## src/rtl/pipe_rca_adder.sv

```systemverilog
// pipe_rca_adder: WIDTH-bit adder/subtractor built from STAGES registered ripple slices with
// valid/ready flow control. Define PIPE_RCA_OVF_EN to generate the registered signed-overflow flag.
module pipe_rca_adder #(
  parameter int unsigned WIDTH  = 16,
  parameter int unsigned STAGES = 4
) (
  input  logic             clk,
  input  logic             rst,
  input  logic             in_valid,
  output logic             in_ready,
  input  logic [WIDTH-1:0] A,
  input  logic [WIDTH-1:0] B,
  input  logic             Cin,
  input  logic             Sub,
  output logic             out_valid,
  input  logic             out_ready,
  output logic [WIDTH-1:0] Sum,
  output logic             Cout,
  output logic             Ovf
);
  localparam int unsigned S = WIDTH / STAGES;

  logic             w_adv;
  logic [WIDTH-1:0] w_bx;
  logic             w_cin0;

  assign w_bx     = Sub ? ~B : B;
  assign w_cin0   = Sub | Cin;
  assign w_adv    = out_ready || !out_valid;
  assign in_ready = w_adv;

  for (genvar k = 0; k < STAGES; k++) begin : g_stage
    logic [S-1:0]       w_a_sl;
    logic [S-1:0]       w_b_sl;
    logic [S-1:0]       w_sum_sl;
    logic               w_cin;
    logic               w_vin;
    logic               w_cout;
    logic [(k+1)*S-1:0] r_sum;
    logic               r_c;
    logic               r_v;

    if (k == 0) begin : g_src
      assign w_a_sl = A[S-1:0];
      assign w_b_sl = w_bx[S-1:0];
      assign w_cin  = w_cin0;
      assign w_vin  = in_valid;
    end else begin : g_src
      assign w_a_sl = g_stage[k-1].g_hi.r_a_hi[S-1:0];
      assign w_b_sl = g_stage[k-1].g_hi.r_b_hi[S-1:0];
      assign w_cin  = g_stage[k-1].r_c;
      assign w_vin  = g_stage[k-1].r_v;
    end

    assign {w_cout, w_sum_sl} = {1'b0, w_a_sl} + {1'b0, w_b_sl} + {{S{1'b0}}, w_cin};

    always_ff @(posedge clk) begin
      if (rst) begin
        r_v <= 1'b0;
        r_c <= 1'b0;
      end else if (w_adv) begin
        r_v <= w_vin;
        r_c <= w_cout;
      end
    end

    // Finished lower slices ride along beside the new slice so the full sum lines up at the end.
    if (k == 0) begin : g_sum
      always_ff @(posedge clk) begin
        if (rst)        r_sum <= '0;
        else if (w_adv) r_sum <= w_sum_sl;
      end
    end else begin : g_sum
      always_ff @(posedge clk) begin
        if (rst)        r_sum <= '0;
        else if (w_adv) r_sum <= {w_sum_sl, g_stage[k-1].r_sum};
      end
    end

    if (k < STAGES - 1) begin : g_hi
      localparam int unsigned HI_W = WIDTH - (k + 1) * S;
      logic [HI_W-1:0] r_a_hi;
      logic [HI_W-1:0] r_b_hi;
      logic [HI_W-1:0] w_a_nx;
      logic [HI_W-1:0] w_b_nx;

      if (k == 0) begin : g_nx
        assign w_a_nx = A[WIDTH-1:S];
        assign w_b_nx = w_bx[WIDTH-1:S];
      end else begin : g_nx
        assign w_a_nx = g_stage[k-1].g_hi.r_a_hi[HI_W+S-1:S];
        assign w_b_nx = g_stage[k-1].g_hi.r_b_hi[HI_W+S-1:S];
      end

      always_ff @(posedge clk) begin
        if (rst) begin
          r_a_hi <= '0;
          r_b_hi <= '0;
        end else if (w_adv) begin
          r_a_hi <= w_a_nx;
          r_b_hi <= w_b_nx;
        end
      end
    end
  end

  assign out_valid = g_stage[STAGES-1].r_v;
  assign Sum       = g_stage[STAGES-1].r_sum;
  assign Cout      = g_stage[STAGES-1].r_c;

`ifdef PIPE_RCA_OVF_EN
  logic r_ovf;
  logic w_ovf_nx;

  assign w_ovf_nx = (g_stage[STAGES-1].w_a_sl[S-1] == g_stage[STAGES-1].w_b_sl[S-1]) &&
                    (g_stage[STAGES-1].w_sum_sl[S-1] != g_stage[STAGES-1].w_a_sl[S-1]);

  always_ff @(posedge clk) begin
    if (rst)        r_ovf <= 1'b0;
    else if (w_adv) r_ovf <= w_ovf_nx;
  end

  assign Ovf = r_ovf;
`else
  assign Ovf = 1'b0;
`endif

endmodule

```

## config.mk

```make
export PLATFORM = sky130hd
export DESIGN_NAME = pipe_rca_adder
export DESIGN_NICKNAME = d
export VERILOG_FILES = /design/src/rtl/pipe_rca_adder.sv
export SDC_FILE = /design/constraint.sdc
export NUM_CORES = 1
export LEC_CHECK = 0
export ABC_CLOCK_PERIOD_IN_PS = 5730
export CORE_MARGIN = 2
export CORE_UTILIZATION = 25
export CTS_BUF_LIST = sky130_fd_sc_hd__clkbuf_4
export DETAILED_ROUTE_END_ITERATION = 10
export PLACE_DENSITY = 0.42
export RECOVER_POWER = 25
export SYNTH_ARGS = -nofsm -noshare
export SYNTH_HDL_FRONTEND = slang
export SYNTH_SLANG_ARGS = --single-unit
```

## constraint.sdc

```tcl
create_clock -name clk -period 5.73 [get_ports clk]
set_input_delay 0.8595 -clock clk [delete_from_list [all_inputs] [get_ports clk]]
set_output_delay 0.8595 -clock clk [all_outputs]
set_load 0.01 [all_outputs]
```

==> run summary <==
The run finished with clean final reports. For the number of buffers between clock root and the deepest sink, the log shows 2. The switching power share of the total came out at 25.6%. Path category of the worst min-delay check: register to register.

The die is 133 microns wide. The depth of the worst hold-timing path was 2; the final number of max-transition violations was 0. The H-tree was split into 3 levels.

Counting I/O delays and the setup requirement, the final critical path takes 3.61 ns. The fraction of power consumed by the clock network was 28.9%. Sequential cells burn 58.0% of the power. The worst register-to-register path ends at Cout$_SDFFE_PP0P_. The power per standard cell area came out at 259 mW/mm^2. The placeable core area came out at 0.0160 sq mm.

VDD sags by at most 0.0892 mV. The via count of the first global-routing pass is 3095, and the total iterations of the first detailed-routing run is 4. The number of I/O port buffers is 56, and the iteration-0 DRC count of the detailed router is 221. Across the run, the number of max-cap violations was 0.

Buffers inserted to repair hold after CTS numbered 0. In the routed layout, each cell is associated on average with a via count of 4.27. For the pin count of the biggest net entering global routing, the log shows 105.

The logs give 96 for the TritonCTS sink count and 13.1% for the combinational group share of total power. In this run the remaining antenna-violating nets after routing total 0. After synthesis, the largest area contributor takes up 46.5% of total cell area. The finished cells cover 0.00489 sq mm.

Once placement finished, the instance area stood at 0.00477 sq mm. Global routing used 10.5% of the available tracks across all layers. The area share of xor/xnor cells in the synthesized design was 4.24%.

The slew at the pin closest to its max-slew limit is 1.26 ns. The internal reg-to-reg setup slack is 3.70 ns, and the detailed-route via count is 3120. A synthesized cell averages 8.72 sq um.

The overall die height was 133 microns. Cell taking the most area after synthesis: sky130_fd_sc_hd__dfxtp_1. The synthesis-to-layout area growth works out to 18.4%.

The number of resized instances in the post-cts repair step is 0, and the fraction of the mapped netlist area in simple logic gates is 18.1%. The fraction of synthesized area in multiplexers came out at 0%. The endpoint of the worst hold path is Sum[10]$_SDFFE_PP0P_. The analysis attributes to cell leakage a power of 1.84 nW. Clock buffer count from CTS: 9.

Summing the areas of all fa, ha and maj instances in the mapped netlist gives 7.51% of the synthesized area. Summing the areas of all compound-gate instances in the mapped netlist gives 17.4% of the synthesized area. The clock root buffer was sky130_fd_sc_hd__clkbuf_4. For this run, the number of Yosys warnings is 0. The run gives 0 as the hold violation total from the final report. The logs give 0 for the number of antenna violations at the first check in global routing and 532 for the synthesized netlist net count. The tools report the clock latency on the worst-skew pair as 0.46 ns. For the data arrival time of the worst path, the log shows 3.91 ns. In this run the most critical hold path is launched from Sum[10]$_SDFFE_PP0P_. Of the cells placed in the final design, the portion with a size suffix greater than 1 is 6.61%. After synthesis, the largest family of logic cells by area is simple AND/OR/NAND/NOR gates. Type of element launching the critical path: a primary input. The total negative setup slack is 0 ns.

Once routing completed, OpenROAD measured the worst setup slack at 2.12 ns. At the worst endpoint, the required time is 6.03 ns. Based on the critical path, the design can be clocked at up to 277 MHz. The tools report the number of unique standard cell types used by synthesis as 30.

In the final design database the tool counted 567 nets. After clock tree synthesis, the setup repair step added 0 buffers. Synthesis handed over a netlist of 474 instances. Once the floorplan was initialized, standard cells occupied 25.8% of the core. The worst pin sits at a relative slew slack of 16.0%. Once layout is complete, the utilization of the core stands at 30.6%. The initialized floorplan defines 46 standard-cell rows.

The run gives 5470 microns as the half-perimeter wire length after placement. The synthesized netlist occupies a cell area of 0.00413 sq mm. Setup repair after global routing left no endpoint under its margin. The startpoint identified for the worst register-to-register timing path is g_stage[2].r_c$_SDFFE_PP0P_.

The number of remaining DRC errors is 0. The worst setup path is captured at a register. 0 antenna diodes ended up in the layout.

Cell internal power was estimated by the tool at 0.000942 W. After clock tree synthesis, the clock-pin slew on the worst setup and hold paths is 0.13 ns. The synthesized design contains 96 register bits. The wire length per cell was 11.9 microns; the total I/O pin count was 58.

The logs give 2.36 ns for the pre-CTS worst setup slack and 0 for the overall overflow remaining after global route. The die covers 0.0176 sq mm. The congestion estimate from routability-driven global placement came to 0.700. For the maximum clock skew at final layout, the log shows 0.0164 ns. By area the synthesized netlist is led by sky130_fd_sc_hd__dfxtp_1, sky130_fd_sc_hd__nand2_1, sky130_fd_sc_hd__a21oi_1. Counting cells, the worst reg-to-reg path comes to 5. The logs give 46.5% for the sequential element share of the synthesized area and 0.000324 W for the power dissipated by switching net loads. The final wirelength came out at 8690 microns. The worst setup path is of the primary input to register kind. The first global-routing pass estimated 15100 microns of wire. The top fanout value on the critical path works out to 17.

TritonCTS built the clock tree. The period utilization is 63.0%. For the final setup violation count, the log shows 0.
## routing by layer
layer,track usage [%],up-vias,wire length [microns]
met5,0,-,0
met3,2.53,12,350
li1,-,1633,-
met4,4.66,0,170
met2,15.6,45,3730
met1,14.5,1430,4440
## flip-flops by register name, summed over array words and instances (netlist names)
register / cells
g_stage.g_hi.r_a_hi: 24
g_stage.r_sum: 24
g_stage.r_v: 3
g_stage.g_hi.r_b_hi: 24
g_stage.r_c: 3
Cout: 1
out_valid: 1
Sum: 16
## per-stage QoR
stage          total power [W]  std cells  hold WS [ns]
6_report               0.00127        730         0.455
5_1_grt                0.00135        730         0.474
4_1_cts                0.00129        730         0.463
3_5_place_dp          0.000918        714         0.445
3_3_place_gp          0.000916        714         0.439
2_1_floorplan         0.000856        474         0.432
## critical path, stage by stage
cell,delay [ns]
sky130_fd_sc_hd__dlygate4sd3_1,0.52
sky130_fd_sc_hd__clkbuf_1,0.92
sky130_fd_sc_hd__xor2_1,0.20
sky130_fd_sc_hd__fa_1,0.48
sky130_fd_sc_hd__fa_1,0.41
sky130_fd_sc_hd__a21o_1,0.20
sky130_fd_sc_hd__a211oi_1,0.24
sky130_fd_sc_hd__a211oi_1,0.07
## area by class of cell
type                            instances  area [sq um]
Tap cell                              216           270
Inverter                                9          36.3
Sequential cell                        96          1920
Clock inverter                          4          45.0
Fill cell                            1784         11100
Multi-Input combinational cell        334          1950
Clock buffer                           12          90.1
Timing Repair Buffer                   59           577
## cells in the final DEF (no fill, tap or decap), types with 6 or more instances in the layout
master                            count
sky130_fd_sc_hd__fa_1                 8
sky130_fd_sc_hd__nand3b_1             6
sky130_fd_sc_hd__clkdlybuf4s50_1     45
sky130_fd_sc_hd__dfxtp_1             96
sky130_fd_sc_hd__a211oi_1             7
sky130_fd_sc_hd__clkbuf_4            12
sky130_fd_sc_hd__a211oi_2            15
sky130_fd_sc_hd__dlygate4sd3_1       10
sky130_fd_sc_hd__xnor2_1             14
sky130_fd_sc_hd__xor2_1               6
sky130_fd_sc_hd__nor2_1              24
sky130_fd_sc_hd__inv_1                8
sky130_fd_sc_hd__nand2_1            141
sky130_fd_sc_hd__a21oi_1             74
sky130_fd_sc_hd__ha_1                12
## power by group through the flow
stage	clock network (W)	registers, W	logic [W]
after floorplan	0	0.000746	0.000110
after global placement	0	0.000749	0.000167
after detailed placement	0	0.000749	0.000169
final	0.000366	0.000734	0.000165
after CTS	0.000389	0.000735	0.000171
after global routing	0.000421	0.000741	0.000187
## cells in the mapped netlist, drive strengths merged
library cell / n
nor2b: 4
nor3: 1
nor2: 24
or2: 1
xnor2: 14
a2111o: 4
fa: 8
nand2: 141
nand3: 2
buf: 31
o21ai: 2
or3: 2
nand4: 1
ha: 12
nand2b: 2
dfxtp: 96
o211ai: 3
a211oi: 22
clkbuf: 4
a21oi: 74
xor2: 6
nand3b: 6
conb: 1
inv: 9
a21o: 4
## worst max-delay path by stage
stage | from | endpoint | slack, ns | cells past startpoint
after floorplan | Sub | g_stage[0].r_c$_SDFFE_PP0P_ | 2.86 | 8
after global placement | Sub | g_stage[0].r_c$_SDFFE_PP0P_ | 2.41 | 8
after detailed placement | Sub | g_stage[0].r_c$_SDFFE_PP0P_ | 2.36 | 8
after CTS | out_ready | in_ready | 2.63 | 4
after global routing | Sub | g_stage[0].r_c$_SDFFE_PP0P_ | 1.90 | 8
final | Sub | g_stage[0].r_c$_SDFFE_PP0P_ | 2.12 | 8
## cell families after synthesis
group / after synthesis
adders and majority gates: 20
xor gates and xnor gates: 20
and+or+nand+nor: 184
other: 1
DFF: 96
AOI/OAI and AO/OA: 109
buffers and inverters: 44
(Power assumes the default switching activity.)
